### config.mk
export PLATFORM = sky130hd
export DESIGN_NAME = button_debounce_sync
export DESIGN_NICKNAME = d
export VERILOG_FILES = /design/src/rtl/button_debounce_sync.sv
export SDC_FILE = /design/constraint.sdc
export NUM_CORES = 1
export LEC_CHECK = 0
export ABC_AREA = 1
export BUFFER_PORTS_ARGS = -buffer_cell sky130_fd_sc_hd__buf_2
export CELL_PAD_IN_SITES_DETAIL_PLACEMENT = 0
export CELL_PAD_IN_SITES_GLOBAL_PLACEMENT = 1
export CORE_MARGIN = 5
export CORE_UTILIZATION = 45
export CTS_CLUSTER_SIZE = 12
export DETAILED_ROUTE_END_ITERATION = 8
export GPL_ROUTABILITY_DRIVEN = 0
export PLACE_DENSITY_LB_ADDON = 0.1
export SYNTH_ARGS = -nofsm -noshare
export SYNTH_HDL_FRONTEND = slang
export SYNTH_SLANG_ARGS = --single-unit
### constraint.sdc
create_clock -name clk -period 3.09 [get_ports clk]
set_input_delay 0.4635 -clock clk [delete_from_list [all_inputs] [get_ports clk]]
set_output_delay 0.4635 -clock clk [all_outputs]
set_load 0.02 [all_outputs]
### src/rtl/button_debounce_sync.sv
// button_debounce_sync: per-channel 2-FF synchroniser and debounce FSM with registered level and edge outputs
module button_debounce_sync #(
  parameter int N_CH          = 2,
  parameter int STABLE_CYCLES = 500000,
  parameter int CNT_W         = 20
) (
  input  logic            clk,
  input  logic            rst_n,
  input  logic [N_CH-1:0] btn_raw,
  output logic [N_CH-1:0] btn_clean,
  output logic [N_CH-1:0] btn_rise,
  output logic [N_CH-1:0] btn_fall
);
  typedef enum logic [1:0] {ST_LO, ST_WHI, ST_HI, ST_WLO} state_t;
  localparam logic [CNT_W-1:0] LIMIT = CNT_W'(STABLE_CYCLES - 1);
  logic [N_CH-1:0] sync1, sync2;
  always_ff @(posedge clk or negedge rst_n)
    if (!rst_n) begin
      sync1 <= '0;
      sync2 <= '0;
    end else begin
      sync1 <= btn_raw;
      sync2 <= sync1;
    end
  for (genvar g = 0; g < N_CH; g++) begin : g_ch
    state_t state, nxt;
    logic [CNT_W-1:0] cnt, cnt_nxt;
    logic clean_q, rise_q, fall_q;
    always_comb begin
      nxt     = state;
      cnt_nxt = cnt;
      case (state)
        ST_LO:
          if (sync2[g]) begin
            nxt     = ST_WHI;
            cnt_nxt = CNT_W'(1);
          end
        ST_WHI:
          if (!sync2[g]) begin
            nxt     = ST_LO;
            cnt_nxt = '0;
          end else if (cnt == LIMIT) begin
            nxt     = ST_HI;
            cnt_nxt = '0;
          end else cnt_nxt = cnt + 1'b1;
        ST_HI:
          if (!sync2[g]) begin
            nxt     = ST_WLO;
            cnt_nxt = CNT_W'(1);
          end
        ST_WLO:
          if (sync2[g]) begin
            nxt     = ST_HI;
            cnt_nxt = '0;
          end else if (cnt == LIMIT) begin
            nxt     = ST_LO;
            cnt_nxt = '0;
          end else cnt_nxt = cnt + 1'b1;
        default: begin
          nxt     = ST_LO;
          cnt_nxt = '0;
        end
      endcase
    end
    // Outputs are decoded from the next state so they change on the accepting edge
    always_ff @(posedge clk or negedge rst_n)
      if (!rst_n) begin
        state   <= ST_LO;
        cnt     <= '0;
        clean_q <= 1'b0;
        rise_q  <= 1'b0;
        fall_q  <= 1'b0;
      end else begin
        state   <= nxt;
        cnt     <= cnt_nxt;
        clean_q <= (nxt == ST_HI) || (nxt == ST_WLO);
        rise_q  <= (state == ST_WHI) && (nxt == ST_HI);
        fall_q  <= (state == ST_WLO) && (nxt == ST_LO);
      end
    assign btn_clean[g] = clean_q;
    assign btn_rise[g]  = rise_q;
    assign btn_fall[g]  = fall_q;
  end
endmodule

* Word-level counts from Yosys, hierarchy flattened
Cells that the tools add are included.
Word-level totals: register bits after elaboration 54, latch bits 0, RAM bits 0, ROM bits 0, bits of input ports 4, output and inout bits 6, logic and storage cells 68, memories kept 0
Cells by class: add/sub/neg operators 2, $mul 0, div/mod/pow operators 0, $lt $le $gt $ge 0, equal/unequal tests 16, shift operators 0, multiplexer cells 26, bitwise gates (word level) 0, reductions and logical operators 12
Operators with widths (count):
- 20-bit two-way mux | 10
- 20-bit case mux with 4 select lines | 2
- 20-bit by 1-bit adder with 20-bit output (second input constant) | 2
- 20-bit by 19-bit equality test with 1-bit output (second input constant) | 2
- 2-bit two-way mux | 12
- 2-bit equality test (second input constant) | 8
- 2-bit case mux with 4 select lines | 2
- 2-bit zero test | 4
- 2-bit != test (second input constant) | 4
- 2-bit by 1-bit equality test with 1-bit output (second input constant) | 2
- 1-bit logical AND | 4
- 2-bit AND reduction | 2
- 1-bit logical OR | 2

* Depth between registers and ports, before layout
word-level depth 6, mapped depth 10, gate-level depth less buffers 10

* Least setup slack after synthesis
OpenSTA, ideal clock, no wires.
path type flip-flop to flip-flop, from register g_ch[1].cnt[0], to register g_ch[1].cnt[4], library setup time 0.129 ns, arrival 1.272 ns, data required time 2.961 ns, path slack 1.689 ns, stages on the path, launching flop included 10, path buffers 1, period minus slack after synthesis 1.401 ns, path through dfrtp_1 -> ha_1 -> nand2_2 -> nor2_4 -> inv_2 -> nor2_4 -> nand3_4 -> nand2_4 -> buf_12 -> o22ai_2
Between the ends: longest elaborated chain between the ends 4, elaborated cells on any way between the ends 6, classes of those cells 1 x add/sub; 1 x eq/ne; 4 x mux
RTL lines:
- start: declaration | line 27 | logic [CNT_W-1:0] cnt, cnt_nxt;
- start signal: assignment | line 75 | cnt <= cnt_nxt;
- 20-bit by 1-bit adder with 20-bit output or 20-bit by 19-bit equality test with 1-bit output (tied branches)
- 20-bit two-way mux (*) | line 42, 55
- 20-bit two-way mux (on tied branches) | line 52, 39
- 20-bit case mux with 4 select lines (*) | line 32 | case (state)
Mark *: on every way between the ends. The rest lies on a longest branch, timed or not. A chain may end at the register's enable or synchronous reset.

* Worst setup path in the final report
from register g_ch[0].cnt[0], to register g_ch[0].cnt[15]
Between the ends: longest elaborated chain between the ends 4, elaborated cells on any way between the ends 6, classes of those cells 1 x add/sub; 1 x eq/ne; 4 x mux
RTL lines (line):
- start: declaration | 27
- start signal: assignment | 75
- 20-bit by 1-bit adder with 20-bit output or 20-bit by 19-bit equality test with 1-bit output (tied branches)
- 20-bit two-way mux (*) | 42, 55
- 20-bit two-way mux (on tied branches) | 52, 39
- 20-bit case mux with 4 select lines (*) | 32
Marks and branches as above.

==> impl_metrics.csv <==
group,metric,value,unit
synth,yosysUniqueCellTypes,31,
hold_path,hp-class,"in -> async",
synth,synth.most_common_cell,"nand2_1",
grt,grt_pass1_wl,11600,microns
synth,yosysWarnings,0,
worst_setup_path,critPathKind,"reg -> reg",
route,routed_wl,6790,microns
timing,rsz0062_at_grt,"false",
grt,grt_max_degree,36,
clock_tree,clkTransAtPathRegs,0.10,ns
clock_tree,cts_tree,"yes",
synth,synth_seq_cells,53,
worst_setup_path,r2r-start,"g_ch[0].cnt[0]",
worst_setup_path,slowest_delay,0.40,ns
worst_setup_path,critPathMaxFanout,13,
worst_setup_path,crit_buf_inv,1,
clock_tree,clkLatencyLatePin,0.31,ns
timing,tns,0,ns
die,die-area,0.00899,sq mm
pwr,ir_drop,0.192,mV
synth,syn_inst,418,
synth,synth_top_cell_by_area,"dfrtp_1",
synth,seq_area_frac_synth,0.410,
worst_setup_path,crit_top_cell,"nand3_1",
worst_setup_path,crit_path_end_kind,"register",
route,drcViolationCount,0,
clock_tree,cts-buffers-inserted,5,
timing,period_needed,1.69,ns
worst_setup_path,path_cells,"ha_1, nand3_1, nor2_2, nand3_2, nand2_2, inv_1, nand3_1, nand2_1",
timing,final-max-slew-violation-count,0,
synth,synth_area_per_cell,7.74,sq um
timing,tightestPinTransition,0.516,ns
run_status,status,"completed",
final_layout,nets,429,
pwr,power_density,354,mW/mm^2
timing,post-route-period-util,0.547,
route,viasPerCell,4.83,
grt,grt_antenna_before_repair,0,
job,maxCapViolations,0,
route,vias,2526,
grt,grt_overflow,0,
route,avgRoutedWirePerCell,13.0,microns
synth,synth_nets,424,
worst_setup_path,crit_required,3.30,ns
timing,hold_viol,0,
final_layout,drive_gt1_frac,0.177,
synth,synth-edff-count,0,
die,rows,31,
timing,finalSetupViolCount,0,
die,core-area,0.00714,sq mm
clock_tree,postCtsSetupBuffers,0,
die,die_w,94.8,microns
final_layout,antennaDiodeCount,0,
grt,grt_pass1_vias,2456,
timing,relSlewSlack,0.655,
final_layout,synthToLayoutAreaGrowth,5.18,%
worst_setup_path,cp_slowest_cell,"dfrtp_1",
clock_tree,htree_levels,2,
clock_tree,cts.sinks,53,
synth,netlist_top_cells_area,"dfrtp_1 41%, nand2_1 13%, inv_1 5.3%",
worst_setup_path,cp-start-kind,"register",
clock_tree,cts-resized-gates,0,
die,fp.dieH,94.8,microns
worst_setup_path,critPathLaunch,"g_ch[0].cnt[0]",
route,drtAntennaViolNets,0,
route,drt_iter0_drc,99,
placement,portBuffers,9,
pwr,p_leak,1.49,nW
synth,ys.flop_type,"dfrtp_1",
die,initial_utilization,0.454,
clock_tree,cts.path.max_buffers,2,
clock_tree,clockRootBuffer,"clkbuf_8",
pwr,power,1.21,mW
timing,fmax,592,MHz
grt,grt_util_all_layers,0.166,
route,dr.pass1.iters,4,
timing,skew,0.00773,ns
synth,syn_area,0.00324,sq mm
die,boundaryPins,10,
worst_setup_path,crit_family,"simple AND/OR/NAND/NOR gates",
synth,synthTopCellsByCount,"116 x nand2_1, 53 x dfrtp_1, 46 x inv_1",
worst_setup_path,arrival,1.90,ns
synth,synth_top_area_frac,0.410,
clock_tree,holdBufCountCts,0,
synth,async_flop_share,1.00,
placement,place_hpwl,4930,microns
logic make-up after synthesis:
logic type / share of synthesized area
XOR/XNOR: 0.0514
flip-flops: 0.410
AO/OA/AOI/OAI: 0.0781
AND/OR/NAND/NOR: 0.358
buffers and inverters: 0.0951
adder cells (fa/ha/maj): 0.00773
power breakdown:
| group | switching [mW] | internal, mW |
|---|---|---|
| sequential | 0.0123 | 0.706 |
| combinational | 0.0568 | 0.0211 |
| clock | 0.249 | 0.162 |
| total | 0.318 | 0.889 |
state kept, by name (all words and copies together), names as in the netlist:
| name | cells |
|---|---|
| g_ch.clean_q | 2 |
| g_ch.cnt | 40 |
| g_ch.fall_q | 2 |
| g_ch.rise_q | 2 |
| g_ch.state | 3 |
| sync1 | 2 |
| sync2 | 2 |
through the flow:
step	std cells	instance area, sq um	hold WS, ns	worst slack [ns]	utilization
after floorplan	418	3240	0.168	1.69	-
after global placement	515	3310	0.332	1.41	0.464
after detailed placement	515	3310	0.338	1.40	0.464
after CTS	523	3400	0.0945	1.38	0.477
after global routing	523	3400	0.0944	1.22	0.477
final	523	3400	0.0826	1.40	0.477
path summary, 6_finish.rpt:
check / cells after the start / slack, ns / end
min in group clk: 1 / 0.24 / sync1[1]
max in group asynchronous: 2 / 2.17 / g_ch[0].fall_q
worst min-delay path: 1 / 0.08 / g_ch[1].cnt[13]
worst max register to register: 8 / 1.40 / g_ch[0].cnt[15]
worst min register to register: 0 / 0.36 / sync2[0]
worst max-delay path: 8 / 1.40 / g_ch[0].cnt[15]
layout by cell type (no fill, tap or decap), types with 2 or more instances in the layout:
| master | synthesis | final |
|---|---|---|
| nand4_1 | 9 | 9 |
| dfrtp_1 | 53 | 53 |
| nand2_2 | 11 | 11 |
| buf_2 | 3 | 9 |
| nand3_1 | 33 | 33 |
| o21ai_2 | 8 | 8 |
| ha_1 | 2 | 2 |
| nor3_4 | 2 | 2 |
| inv_1 | 46 | 46 |
| nand2_1 | 116 | 116 |
| xor2_1 | 16 | 16 |
| o21ai_1 | 3 | 3 |
| nor2_1 | 36 | 36 |
| nor3_1 | 8 | 8 |
| clkbuf_8 | 0 | 5 |
| inv_2 | 7 | 7 |
| o21ai_0 | 7 | 7 |
| nor2_2 | 12 | 12 |
| o21bai_1 | 4 | 4 |
| a21oi_1 | 8 | 8 |
| o22ai_1 | 4 | 4 |
| nor2_4 | 9 | 9 |
| o22ai_2 | 3 | 3 |
| xnor2_1 | 3 | 3 |
| nand3_2 | 2 | 2 |
final cells by class:
| class | instances | area, sq um |
|---|---|---|
| inverters | 55 | 209 |
| repair buffers | 10 | 52.6 |
| well taps | 99 | 124 |
| clock inverters | 3 | 21.3 |
| fillers | 736 | 3730 |
| clock buffers | 5 | 68.8 |
| multi-input cells | 298 | 1600 |
| flip-flops and latches | 53 | 1330 |
per-layer routing:
| layer | vias to the layer above | GRT usage | part of all wire |
|---|---|---|---|
| met5 | - | 0 | 0 |
| met3 | 6 | 0.0287 | 0.019 |
| li1 | 1323 | - | - |
| met1 | 1176 | 0.204 | 0.45 |
| met2 | 21 | 0.297 | 0.52 |
| met4 | 0 | 0.0505 | 0.012 |
Note: power is estimated with default switching activity, not from simulation.
